==> config.mk <==
export PLATFORM = sky130hd
export DESIGN_NAME = transpose_stream
export DESIGN_NICKNAME = d
export VERILOG_FILES = /design/src/rtl/noc_transpose_pkg.sv /design/src/rtl/transpose_bank.sv /design/src/rtl/transpose_stream.sv
export SDC_FILE = /design/constraint.sdc
export NUM_CORES = 1
export LEC_CHECK = 0
export ABC_AREA = 1
export ABC_CLOCK_PERIOD_IN_PS = 2000
export CAP_MARGIN = 0
export CORE_MARGIN = 2
export CORE_UTILIZATION = 60
export DETAILED_ROUTE_END_ITERATION = 10
export MAX_ROUTING_LAYER = met4
export PLACE_DENSITY = 0.8
export SLEW_MARGIN = 20
export SYNTH_ARGS = -nofsm -noshare
export SYNTH_HDL_FRONTEND = slang
export SYNTH_SLANG_ARGS = --single-unit
==> constraint.sdc <==
create_clock -name clk -period 2 [get_ports clk]
set_input_delay 0.2 -clock clk [delete_from_list [all_inputs] [get_ports clk]]
set_output_delay 0.2 -clock clk [all_outputs]
set_load 0.05 [all_outputs]
==> src/rtl/noc_transpose_pkg.sv <==
// ---------------------------------------------------------------------------
// noc_transpose_pkg
// Shared helpers for the streaming matrix transpose.
//   clog2()  : ceiling log2 that works for any N, including non-powers of 2
//   idx_w()  : width of a row/column index for an N x N matrix (at least 1)
//   BANK0/1  : ping-pong bank select values
// ---------------------------------------------------------------------------
package noc_transpose_pkg;

  function automatic int clog2(input int n);
    int r;
    int v;
    r = 0;
    v = n - 1;
    while (v > 0) begin
      r = r + 1;
      v = v >> 1;
    end
    return r;
  endfunction

  function automatic int idx_w(input int n);
    return (clog2(n) < 1) ? 1 : clog2(n);
  endfunction

  localparam logic BANK0 = 1'b0;
  localparam logic BANK1 = 1'b1;

endpackage

==> src/rtl/transpose_bank.sv <==
// ---------------------------------------------------------------------------
// transpose_bank
// One N x (N*EW) register array holding a single matrix.
// Ports:
//   clk, rstn  : clock, asynchronous active-low reset (contents cleared to 0)
//   we         : write strobe for row wrow
//   wrow       : row index being written
//   wdata      : row contents, element j at [j*EW +: EW]
//   zfill      : rows to clear in the same cycle (tail of an early-closed matrix)
//   rcol       : column index to read
//   col        : column rcol, element from row r at [r*EW +: EW]
// ---------------------------------------------------------------------------
module transpose_bank
  import noc_transpose_pkg::*;
#(
  parameter int N  = 5,
  parameter int EW = 1,
  parameter int IW = idx_w(N)
) (
  input  logic            clk,
  input  logic            rstn,
  input  logic            we,
  input  logic [IW-1:0]   wrow,
  input  logic [N*EW-1:0] wdata,
  input  logic [N-1:0]    zfill,
  input  logic [IW-1:0]   rcol,
  output logic [N*EW-1:0] col
);

  genvar gi;
  generate
    for (gi = 0; gi < N; gi++) begin : g_row
      logic [N*EW-1:0] data_reg;

      // The written row takes priority over the zero-fill mask; the top only
      // ever flags rows strictly above the one being written.
      always_ff @(posedge clk or negedge rstn) begin
        if (!rstn) begin
          data_reg <= '0;
        end else if (we && (wrow == IW'(gi))) begin
          data_reg <= wdata;
        end else if (we && zfill[gi]) begin
          data_reg <= '0;
        end
      end

      // Element rcol of row gi lands at position gi of the column vector.
      assign col[gi*EW +: EW] = data_reg[int'(rcol)*EW +: EW];
    end
  endgenerate

endmodule

==> src/rtl/transpose_stream.sv <==
// ---------------------------------------------------------------------------
// transpose_stream
// Streaming N x N transpose: one row in per cycle, one column out per cycle,
// ping-pong double buffered so both sides can run continuously.
// Ports:
//   clk, rstn            : clock, asynchronous active-low reset
//   in_valid/in_ready    : row handshake
//   in_data              : row, element j at [j*EW +: EW]
//   in_last              : closes the matrix (early close zero-fills the rest)
//   out_valid/out_ready  : column handshake
//   out_data             : column, element from row r at [r*EW +: EW]
//   out_last             : marks column N-1
// ---------------------------------------------------------------------------
module transpose_stream
  import noc_transpose_pkg::*;
#(
  parameter int N  = 5,
  parameter int EW = 1
) (
  input  logic            clk,
  input  logic            rstn,
  input  logic            in_valid,
  output logic            in_ready,
  input  logic [N*EW-1:0] in_data,
  input  logic            in_last,
  output logic            out_valid,
  input  logic            out_ready,
  output logic [N*EW-1:0] out_data,
  output logic            out_last
);

  localparam int            IW       = idx_w(N);
  localparam logic [IW-1:0] LAST_IDX = IW'(N - 1);

  logic          wbank_reg, wbank_next;
  logic          rbank_reg, rbank_next;
  logic [IW-1:0] wcnt_reg,  wcnt_next;
  logic [IW-1:0] rcnt_reg,  rcnt_next;
  logic [1:0]    full_reg,  full_next;

  logic accept, close, consume, drain;

  // Ready/valid come straight from flag registers, so there is no
  // combinational path from out_ready to in_ready.
  assign in_ready  = ~full_reg[wbank_reg];
  assign out_valid = full_reg[rbank_reg];

  assign accept  = in_valid & in_ready;
  assign close   = accept & (in_last | (wcnt_reg == LAST_IDX));
  assign consume = out_valid & out_ready;
  assign drain   = consume & (rcnt_reg == LAST_IDX);

  // A closing write and a final read can coincide; they always hit
  // different banks (write needs ~full, read needs full), so both apply.
  always_comb begin
    wbank_next = wbank_reg;
    rbank_next = rbank_reg;
    wcnt_next  = wcnt_reg;
    rcnt_next  = rcnt_reg;
    full_next  = full_reg;
    if (accept) begin
      if (close) begin
        full_next[wbank_reg] = 1'b1;
        wbank_next           = ~wbank_reg;
        wcnt_next            = '0;
      end else begin
        wcnt_next = wcnt_reg + IW'(1);
      end
    end
    if (consume) begin
      if (drain) begin
        full_next[rbank_reg] = 1'b0;
        rbank_next           = ~rbank_reg;
        rcnt_next            = '0;
      end else begin
        rcnt_next = rcnt_reg + IW'(1);
      end
    end
  end

  always_ff @(posedge clk or negedge rstn) begin
    if (!rstn) begin
      wbank_reg <= BANK0;
      rbank_reg <= BANK0;
      wcnt_reg  <= '0;
      rcnt_reg  <= '0;
      full_reg  <= '0;
    end else begin
      wbank_reg <= wbank_next;
      rbank_reg <= rbank_next;
      wcnt_reg  <= wcnt_next;
      rcnt_reg  <= rcnt_next;
      full_reg  <= full_next;
    end
  end

  // Rows above the closing row are cleared so an early close yields a
  // well-defined zero-padded matrix.
  logic [N-1:0]    zfill;
  logic [N*EW-1:0] col_w [2];

  genvar gi;
  generate
    for (gi = 0; gi < N; gi++) begin : g_zfill
      assign zfill[gi] = close && (IW'(gi) > wcnt_reg);
    end

    for (gi = 0; gi < 2; gi++) begin : g_bank
      transpose_bank #(
        .N  (N),
        .EW (EW),
        .IW (IW)
      ) u_bank (
        .clk   (clk),
        .rstn  (rstn),
        .we    (accept && (wbank_reg == 1'(gi))),
        .wrow  (wcnt_reg),
        .wdata (in_data),
        .zfill (zfill),
        .rcol  (rcnt_reg),
        .col   (col_w[gi])
      );
    end
  endgenerate

  // Stable while stalled: rbank/rcnt only move on consume, and the write
  // side never targets a full bank.
  assign out_data = col_w[rbank_reg];
  assign out_last = out_valid & (rcnt_reg == LAST_IDX);

endmodule
## Word-level counts from Yosys, hierarchy flattened

Index checks and enable logic that the tools add are counted.

| operators by class | value |
|---|---|
| reduce and logical (&&, ||, !) cells | 42 |
| mux-type cells | 37 |
| equality and inequality tests | 5 |
| order comparisons | 10 |
| $mul | 0 |
| bitwise gates (word level) | 13 |
| shift-type cells | 10 |
| div/mod/pow operators | 0 |
| add/subtract/negate cells | 2 |

Operators by type and width:

| operator | count |
|---|---|
| $mux 5 | 23 |
| $shiftx 5x4->1 | 10 |
| $logic_and 1x1->1 | 29 |
| $reduce_bool 2->1 | 10 |
| $mux 2 | 4 |
| $add 3x1->3 const B | 2 |
| $eq 3x2->1 const B | 2 |
| $eq 3x3->1 const B | 2 |
| $gt 1x3->1 const A | 2 |
| $gt 2x3->1 const A | 2 |
| $mux 1 | 6 |
| $mux 3 | 2 |
| $and 1x1->1 | 5 |
| $lt 1x2->1 const B | 2 |
| $reduce_and 2->1 | 2 |
| $eq 3x1->1 const B | 1 |
| $gt 3x3->1 const A | 1 |
| $logic_not 3->1 | 1 |
| $not 1->1 | 3 |
| $and 2x2->2 | 1 |
| $demux 1 s1 | 2 |
| $ge 1x1->1 const B | 2 |
| $ge 2x2->1 const B | 1 |
| $not 1->2 | 1 |
| other kinds (3) | 3 |

| word-level totals | value |
|---|---|
| output and inout port bits | 8 |
| ROM bits | 0 |
| bits in registers | 60 |
| logic and storage cells | 134 |
| latch bits | 0 |
| memories | 0 |
| memory bits (writable) | 0 |

## Logic depth before layout (Yosys ltp)

Gate-level depths: netlist of the first run.

| logic depth | value |
|---|---|
| depth after elaboration | 10 |
| depth in mapped cells | 10 |
| mapped depth without buffers | 10 |

## By module

Synthesis of the first run repeated with hierarchy kept, for this count alone.

| unflattened totals | value |
|---|---|
| cells, all modules | 457 |
| area, all modules | 3420.8 µm² |

By module, submodules not included:

| module | instances | cells an instance | area each (µm²) | seq. area each (µm²) |
|---|---|---|---|---|
| transpose_bank | 2 | 172 | 1331.3 | 625.6 |
| transpose_stream | 1 | 113 | 758.2 | 250.2 |

## Worst setup path after synthesis of the first run

OpenSTA, ideal clock, no wires.

| timing path | value |
|---|---|
| path type | reg2reg |
| start | register rcnt_reg[0] |
| end | register full_reg[1] |
| path slack | -0.220 ns |
| data arrival time | 2.103 ns |
| cell stages (with the launch flop) | 11 |
| data required time | 1.883 ns |
| clock period less this slack | 2.220 ns |
| path through | dfrtp_1 > buf_2 > clkinv_1 > ha_1 > nand2_1 > a21oi_1 > nand2_1 > inv_1 > nand2_1 > o21ai_1 > inv_1 |

| on the way | value |
|---|---|
| cells in the longest elaborated chain, start to end | 4 |

RTL lines:

| element | line | RTL |
|---|---|---|
| from (decl) | transpose_stream.sv:38 | `logic [IW-1:0] rcnt_reg, rcnt_next;` |
| from (signal assigned) | transpose_stream.sv:92 | `rcnt_reg <= rcnt_next;` |
| $eq 3x3->1 | transpose_stream.sv:51 | `assign drain = consume & (rcnt_reg == LAST_IDX);` |
| $and 1x1->1 | transpose_stream.sv:51 |  |
| $mux 2 | transpose_stream.sv:71 | `if (drain) begin` |
| $mux 2 | transpose_stream.sv:70 | `if (consume) begin` |
| via full_next[1] | transpose_stream.sv:39 | `logic [1:0] full_reg, full_next;` |
| to (signal assigned) | transpose_stream.sv:93 | `full_reg <= full_next;` |
| to (decl) | transpose_stream.sv:39 |  |

The timed path passes the listed nets, and every way through them passes these cells.
A chain may end at the register's enable or synchronous reset.

## Worst setup path after layout of the first run

| timing path | value |
|---|---|
| start | register rcnt_reg[0] |
| end | output port out_data[4] |

| on the way | value |
|---|---|
| cells in the longest elaborated chain, start to end | 4 |

RTL lines:

| element | line | RTL |
|---|---|---|
| $shiftx 5x4->1 | transpose_bank.sv:48 | `assign col[gi*EW +: EW] = data_reg[int'(rcol)*EW +: EW];` |
| $mux 5 (implied by the code) (*) (3 in a row) | transpose_stream.sv:128 | `assign out_data = col_w[rbank_reg];` |
| to (decl) | transpose_stream.sv:28 | `output logic [N*EW-1:0] out_data,` |

Every way passes the cells marked *; elsewhere a longest branch is shown, timed or not. The select of a mux whose other input is x is not followed.

==> qor.yml, run 1 <==
clock_network:
  h-tree-depth: 3
  cts_hold_buffers: 0
  clock_latency_ns: 0.34
  cts_sinks: 60
  cts_root_buffer: "clkbuf_8"
  clkTransAtPathRegs_ns: 0.06
  cts_buffers: 9
  cts_tree: "done"
  cts_buffer_depth: 2
  post_cts.repair.setup_buffers: 0
critical_path:
  cp_max_fo: 10
  slowest_delay_ns: 0.51
  reg2reg_depth: 9
  cp_top_family: "flip-flops"
  crit_buf_inv: 3
  timing.rr.end: "g_bank[1].u_bank.g_row[0].data_reg[1]"
  cp.arrival_ns: 1.68
  reg2reg_from: "wcnt_reg[0]"
  path_cells: "clkinv_1 -> buf_4 -> nand2_1 -> nand3_1 -> nand3_1 -> nand2_1 -> buf_6"
  critPathSlowestCell: "dfrtp_2"
  cp.required_ns: 1.80
  setup.worst_path.class: "reg -> out"
  reg2reg_setup_slack_ns: 0.35
  critPathCaptureType: "primary output"
  cp-start-kind: "flip-flop"
final_layout:
  n_fill_cell: 427
  fin_nets: 481
  finalNonFillerCells: 540
  multi_input_area_um2: 1580
  area_growth_syn_to_layout_pct: 14.3
  largest_reg_flops: 50
  drive_gt1_share_pct: 15.1
  antenna_cells: 0
  regArea_um2: 1500
power:
  power.share.switching_pct: 45.4
  switchingPower_mw: 2.63
  combPwrFrac_pct: 47.1
  power_frac_seq_pct: 36.1
  total_power_mw: 5.80
  p_leak_nw: 2.06
  clkPwrFrac_pct: 16.8
  intPower_mw: 3.17
  vdd_drop_max_mv: 1.09
  p_per_area_nw_per_um2: 1560
drt:
  ant_nets: 0
  vias_per_cell: 5.57
  drt_iter0_drc: 329
  routed_wl_um: 7990
  vias: 3010
  drc: 0
  wl_per_cell_um: 14.8
  drt_first_pass_iters: 7
logic_synthesis:
  synth.cells.most_frequent: "211 x nand2_1, 68 x nand3_1, 60 x dfrtp_1"
  syn-cell-area_um2: 3240
  synthTopCellsByArea: "dfrtp_1 46%, nand2_1 24%, nand3_1 10%"
  yosys_warnings: 0
  avgSynthCellArea_um2: 7.32
  synthArstFlopShare_pct: 100
  yosysSeqAreaShare_pct: 46.3
  ys.flop_type: "dfrtp_1"
  yosysMostFrequentCell: "nand2_1"
  syn_nets: 458
  syn_inst: 443
  synth.largest_area_cell: "dfrtp_1"
  ys_ff_latch: 60
  yosysTopAreaCellShare_pct: 46.3
  ys_types: 21
  synth_edf_count: 0
sta:
  max_freq_ghz: 0.531
  final.min_clock_period_ns: 1.88
  tightestPinTransition_ns: 0.779
  finalSetupViolations: 0
  fin_skew_ns: 0.00580
  fin_crit_sh_pct: 94.1
  slew_headroom_pct: 48.1
  report.final.hold_viol_count: 0
  drv_slew: 0
die:
  die-width_um: 77.5
  die_h_um: 77.5
  initial_utilization_pct: 62.7
  dieArea_um2: 6010
  fp-row-count: 26
  core_um2: 5170
  io_pins: 18
flow_run:
  drv_cap: 0
place:
  placedCellCount: 525
  gp_congestion: 0.879
  dpl.hpwl_um: 5300
  place.port_buffers: 17
global_routing:
  grt_pass1_vias: 2735
  gr-usage-all-layers_pct: 29.6
  grt_max_degree: 61
  antenna_found_initial: 0
  grt_pass1_wl_um: 13200
  grt_overflow: 0
hold_path:
  min_path_type: "in -> async"
run_status:
  outcome: "finished clean"
-- through the flow --
stage	hold slack (ns)	util [%]	instance area [um^2]	setup WS, ns	TNS (ns)
floorplan	-0.0956	-	3250	0.140	0
global placement	0.403	67.8	3500	0.314	0
detailed placement	0.406	67.8	3500	0.309	0
CTS	0.0419	71.2	3680	0.0296	0
global route	0.0906	71.6	3710	-0.00822	-0.00822
finish	0.0142	71.6	3710	0.117	0
-- power groups by stage --
stage | Clock, mW | Sequential [mW] | Combinational [mW]
after floorplan | 0 | 1.95 | 1.97
after detailed placement | 0 | 2.08 | 2.64
after global routing | 1.02 | 2.14 | 3.04
final | 0.973 | 2.09 | 2.73
after CTS | 0.973 | 2.07 | 2.65
after global placement | 0 | 2.06 | 2.57
-- metal layers --
| layer | track usage [%] | wire length, um | vias up |
|---|---|---|---|
| met4 | 10.7 | 146 | 0 |
| met1 | 39.8 | 3360 | 1427 |
| met3 | 4.77 | 628 | 17 |
| met2 | 45.8 | 3850 | 121 |
| li1 | - | - | 1445 |
| met5 | - | 0 | - |
-- area by class of cell --
type,count,area share [%]
clock inverter,2,0.270
clock buffer,13,4.29
sequential,60,40.6
inverter,31,3.27
tap,70,2.36
multi-input combinational,340,42.7
timing repair buffer,24,6.55
-- what timing repair did --
item	4_1_cts	5_1_grt
setup endpoints to repair	1	5
hold endpoints to repair	0	0
pin swaps	0	0
gates resized for setup	3	7
-- cells in the final DEF, fill, tap and decap left out --
cell,instances
nand3_2,8
inv_2,18
xor2_1,3
buf_4,10
clkbuf_1,2
nor2_4,2
o21ai_0,9
nor2_1,15
inv_6,1
buf_2,1
clkdlybuf4s50_1,8
buf_12,3
a21oi_2,1
nand2_1,211
a21oi_1,4
nand2_2,6
ha_1,5
o21ai_1,4
nor2_8,3
inv_1,11
dfrtp_2,2
buf_6,2
dfrtp_1,58
clkinv_2,2
clkinv_1,1
clkbuf_8,11
nor3_2,1
nand3_1,68
-- cells by family (layout without fill, tap and decap cells) --
family	Yosys count	after routing	synth area share [%]
AND/OR/NAND/NOR	314	314	43.0
flip-flops	60	60	46.3
buffers and inverters	43	70	5.21
AO/OA/AOI/OAI	18	18	2.78
adder cells (fa/ha/maj)	5	5	1.93
XOR/XNOR	3	3	0.810
-- worst reg2reg max path, delay by kind of cell, from the launching register on --
| family | cells | cell delay (ns) |
|---|---|---|
| flops | 1 | 0.41 |
| fa+ha+maj | 1 | 0.23 |
| simple gates | 6 | 0.80 |
| buf+inv | 2 | 0.15 |
-- worst max-delay path by stage --
| stage | startpoint | end | cells past startpoint |
|---|---|---|---|
| 6_report | rcnt_reg[0] | out_data[4] | 7 |
| 5_1_grt | rbank_reg | out_data[2] | 8 |
| 4_1_cts | rbank_reg | out_data[4] | 8 |
| 3_5_place_dp | in_valid | g_bank[1].u_bank.g_row[1].data_reg[1] | 8 |
| 3_3_place_gp | in_valid | g_bank[0].u_bank.g_row[1].data_reg[4] | 6 |
| 2_1_floorplan | rcnt_reg[0] | full_reg[1] | 10 |
Note: power is estimated with default switching activity, not from simulation.
==> run 2, diff against run 1 <==
Settings changed: REMOVE_ABC_BUFFERS set to 1.
==> run 2 against run 1 <==
Die area is the same; critical path type unchanged; critical endpoint unchanged; largest cell class unchanged; flip-flop and latch count stayed put; combinational power fell by 3%; via count decreased by 1.4%; fmax grew 0.12%; non-clock buffer count is 1 higher.
==> qor.yml, run 2 (synthesis results as in run 1) <==
place:
  place.port_buffers: 17  # unchanged
  dpl.hpwl_um: 5310  # +0.21%
  gp_congestion: 0.852  # -3.1%
  post-place-ws_ns: 0.289  # -0.0197 ns
drt:
  drt_iter0_drc: 252  # -23%
  ant_nets: 0  # unchanged
  drt_first_pass_iters: 4  # -3
  wl_per_cell_um: 14.7  # -0.42%
  routed_wl_um: 7980  # about the same
  drc: 0  # unchanged
  vias_per_cell: 5.48  # -1.8%
  vias: 2968  # -1.4%
hold_path:
  min_path_type: "in -> async"
sta:
  drv_slew: 0  # unchanged
  tightestPinTransition_ns: 0.581  # -0.198 ns
  final.min_clock_period_ns: 1.88  # -0.00222 ns
  report.final.hold_viol_count: 0  # unchanged
  slew_headroom_pct: 61.2  # +13 points
  fin_setup_tns_ns: 0  # unchanged
  finalSetupViolations: 0  # unchanged
  max_freq_ghz: 0.532  # +0.12%
  grt_setup_unrepaired: "false"
  worst_slack_ns: 0.119  # +0.00222 ns
  fin_skew_ns: 0.00697  # +0.00117 ns
  fin_crit_sh_pct: 94.0  # -0.11 points
clock_network:
  clkTransAtPathRegs_ns: 0.07  # about the same
  cts_root_buffer: "clkbuf_8"
  cts_sinks: 60  # unchanged
  cts_tree: "done"
  post_cts.repair.setup_buffers: 0  # unchanged
  clock_latency_ns: 0.34  # about the same
  cts_buffer_depth: 2  # unchanged
  cts_buffers: 9  # unchanged
  h-tree-depth: 3  # unchanged
die:
  initial_utilization_pct: 62.7  # unchanged
  fp-row-count: 26  # unchanged
  dieArea_um2: 6010  # unchanged
  core_um2: 5170  # unchanged
  die-width_um: 77.5  # unchanged
  die_h_um: 77.5  # unchanged
  io_pins: 18  # unchanged
final_layout:
  multi_input_area_um2: 1570  # -0.55%
  antenna_cells: 0  # unchanged
  regArea_um2: 1500  # unchanged
  fin_nets: 482  # +0.21%
  fin_util_pct: 71.9  # +0.22 points
  area_growth_syn_to_layout_pct: 14.6
  final_common_cell: "nand2_1"
  drive_gt1_share_pct: 14.6  # -0.49 points
  mostFrequentLayoutCells: "211 x nand2_1, 68 x nand3_1, 58 x dfrtp_1"
  largest_reg_flops: 50  # unchanged
  n_fill_cell: 431  # +0.94%
critical_path:
  cp.required_ns: 1.80  # about the same
  cp.arrival_ns: 1.68  # about the same
  setup.worst_path.class: "reg -> out"
  critPathCaptureType: "primary output"
  cp-start-kind: "flip-flop"
  reg2reg_depth: 9  # unchanged
  cp_max_fo: 27  # +17
power:
  total_power_mw: 5.75  # -0.87%
  p_per_area_nw_per_um2: 1550  # -1.2%
  vdd_drop_max_mv: 1.01  # -6.9%
  p_leak_nw: 2.07  # +0.40%
global_routing:
  antenna_found_initial: 0  # unchanged
  grt_max_degree: 61  # unchanged
  grt_overflow: 0  # unchanged
  gr-usage-all-layers_pct: 29.2  # -0.32 points
  grt_pass1_wl_um: 13200  # -0.42%
  grt_pass1_vias: 2813  # +2.9%
run_status:
  outcome: "finished clean"
flow_run:
  drv_cap: 0  # unchanged
-- run 2: cell types whose count changed in the layout (fill, tap and decap cells not counted), sizes merged --
| cell | previous run | this run |
|---|---|---|
| clkbuf | 13 | 15 |
| clkinv | 3 | 2 |
| dlygate4sd3 | 0 | 1 |
-- run 2: where the power goes --
part | switching [mW] | internal, mW | leakage (nW)
Combinational | 1.73 | 0.913 | 1.19
Clock | 0.455 | 0.551 | 0.0937
Sequential | 0.392 | 1.71 | 0.783
-- run 2: worst paths after layout --
check	from	to	slack [ns]
max in group asynchronous	rstn	rcnt_reg[0]	1.30
max	rbank_reg	out_data[4]	0.12
min reg2reg	g_bank[0].u_bank.g_row[1].data_reg[2]	g_bank[0].u_bank.g_row[1].data_reg[2]	0.50
min	rstn	g_bank[0].u_bank.g_row[3].data_reg[0]	0.39
max reg2reg	wcnt_reg[1]	g_bank[0].u_bank.g_row[3].data_reg[4]	0.34
min in group clk	g_bank[0].u_bank.g_row[1].data_reg[2]	g_bank[0].u_bank.g_row[1].data_reg[2]	0.50
-- run 2: timing repair --
item | in CTS | in global routing
gates resized for setup | 1 | 5
hold endpoints to repair | 60 | 0
endpoints found under the setup margin | 2 | 6
hold buffers | 1 | 0
gates cloned | 0 | 0
-- run 2: critical path, cell delays in order, from the launching register on --
cell and delay [ns]:
dfrtp_2 0.46, inv_4 0.23, nand2_1 0.09, nand2_1 0.09, nand2_1 0.06, nand3_1 0.09
nand3_1 0.06, nand2_1 0.07, buf_4 0.19
-- run 2: through the flow --
step	hold WS (ns)	std cells	instance area [um^2]
after CTS	0.421	542	3710
after floorplan	-0.0956	431	3190
after global placement	0.232	525	3510
final	0.393	542	3720
after detailed placement	0.234	525	3510
after global routing	0.453	542	3720
-- run 2: metal layers --
layer  global-route usage [%]  routed length (um)
met5                        -                   0
met4                     10.5                 171
met3                     3.60                 480
met2                     49.0                3950
met1                     36.8                3380
-- run 2: area by class of cell --
| cell class | count | area share [%] |
|---|---|---|
| clock buffers | 15 | 4.75 |
| clock inverters | 1 | 0.135 |
| well taps | 70 | 2.36 |
| inverters | 31 | 3.20 |
| flip-flops and latches | 60 | 40.5 |
| repair buffers | 25 | 6.80 |
| multi-input cells | 340 | 42.3 |
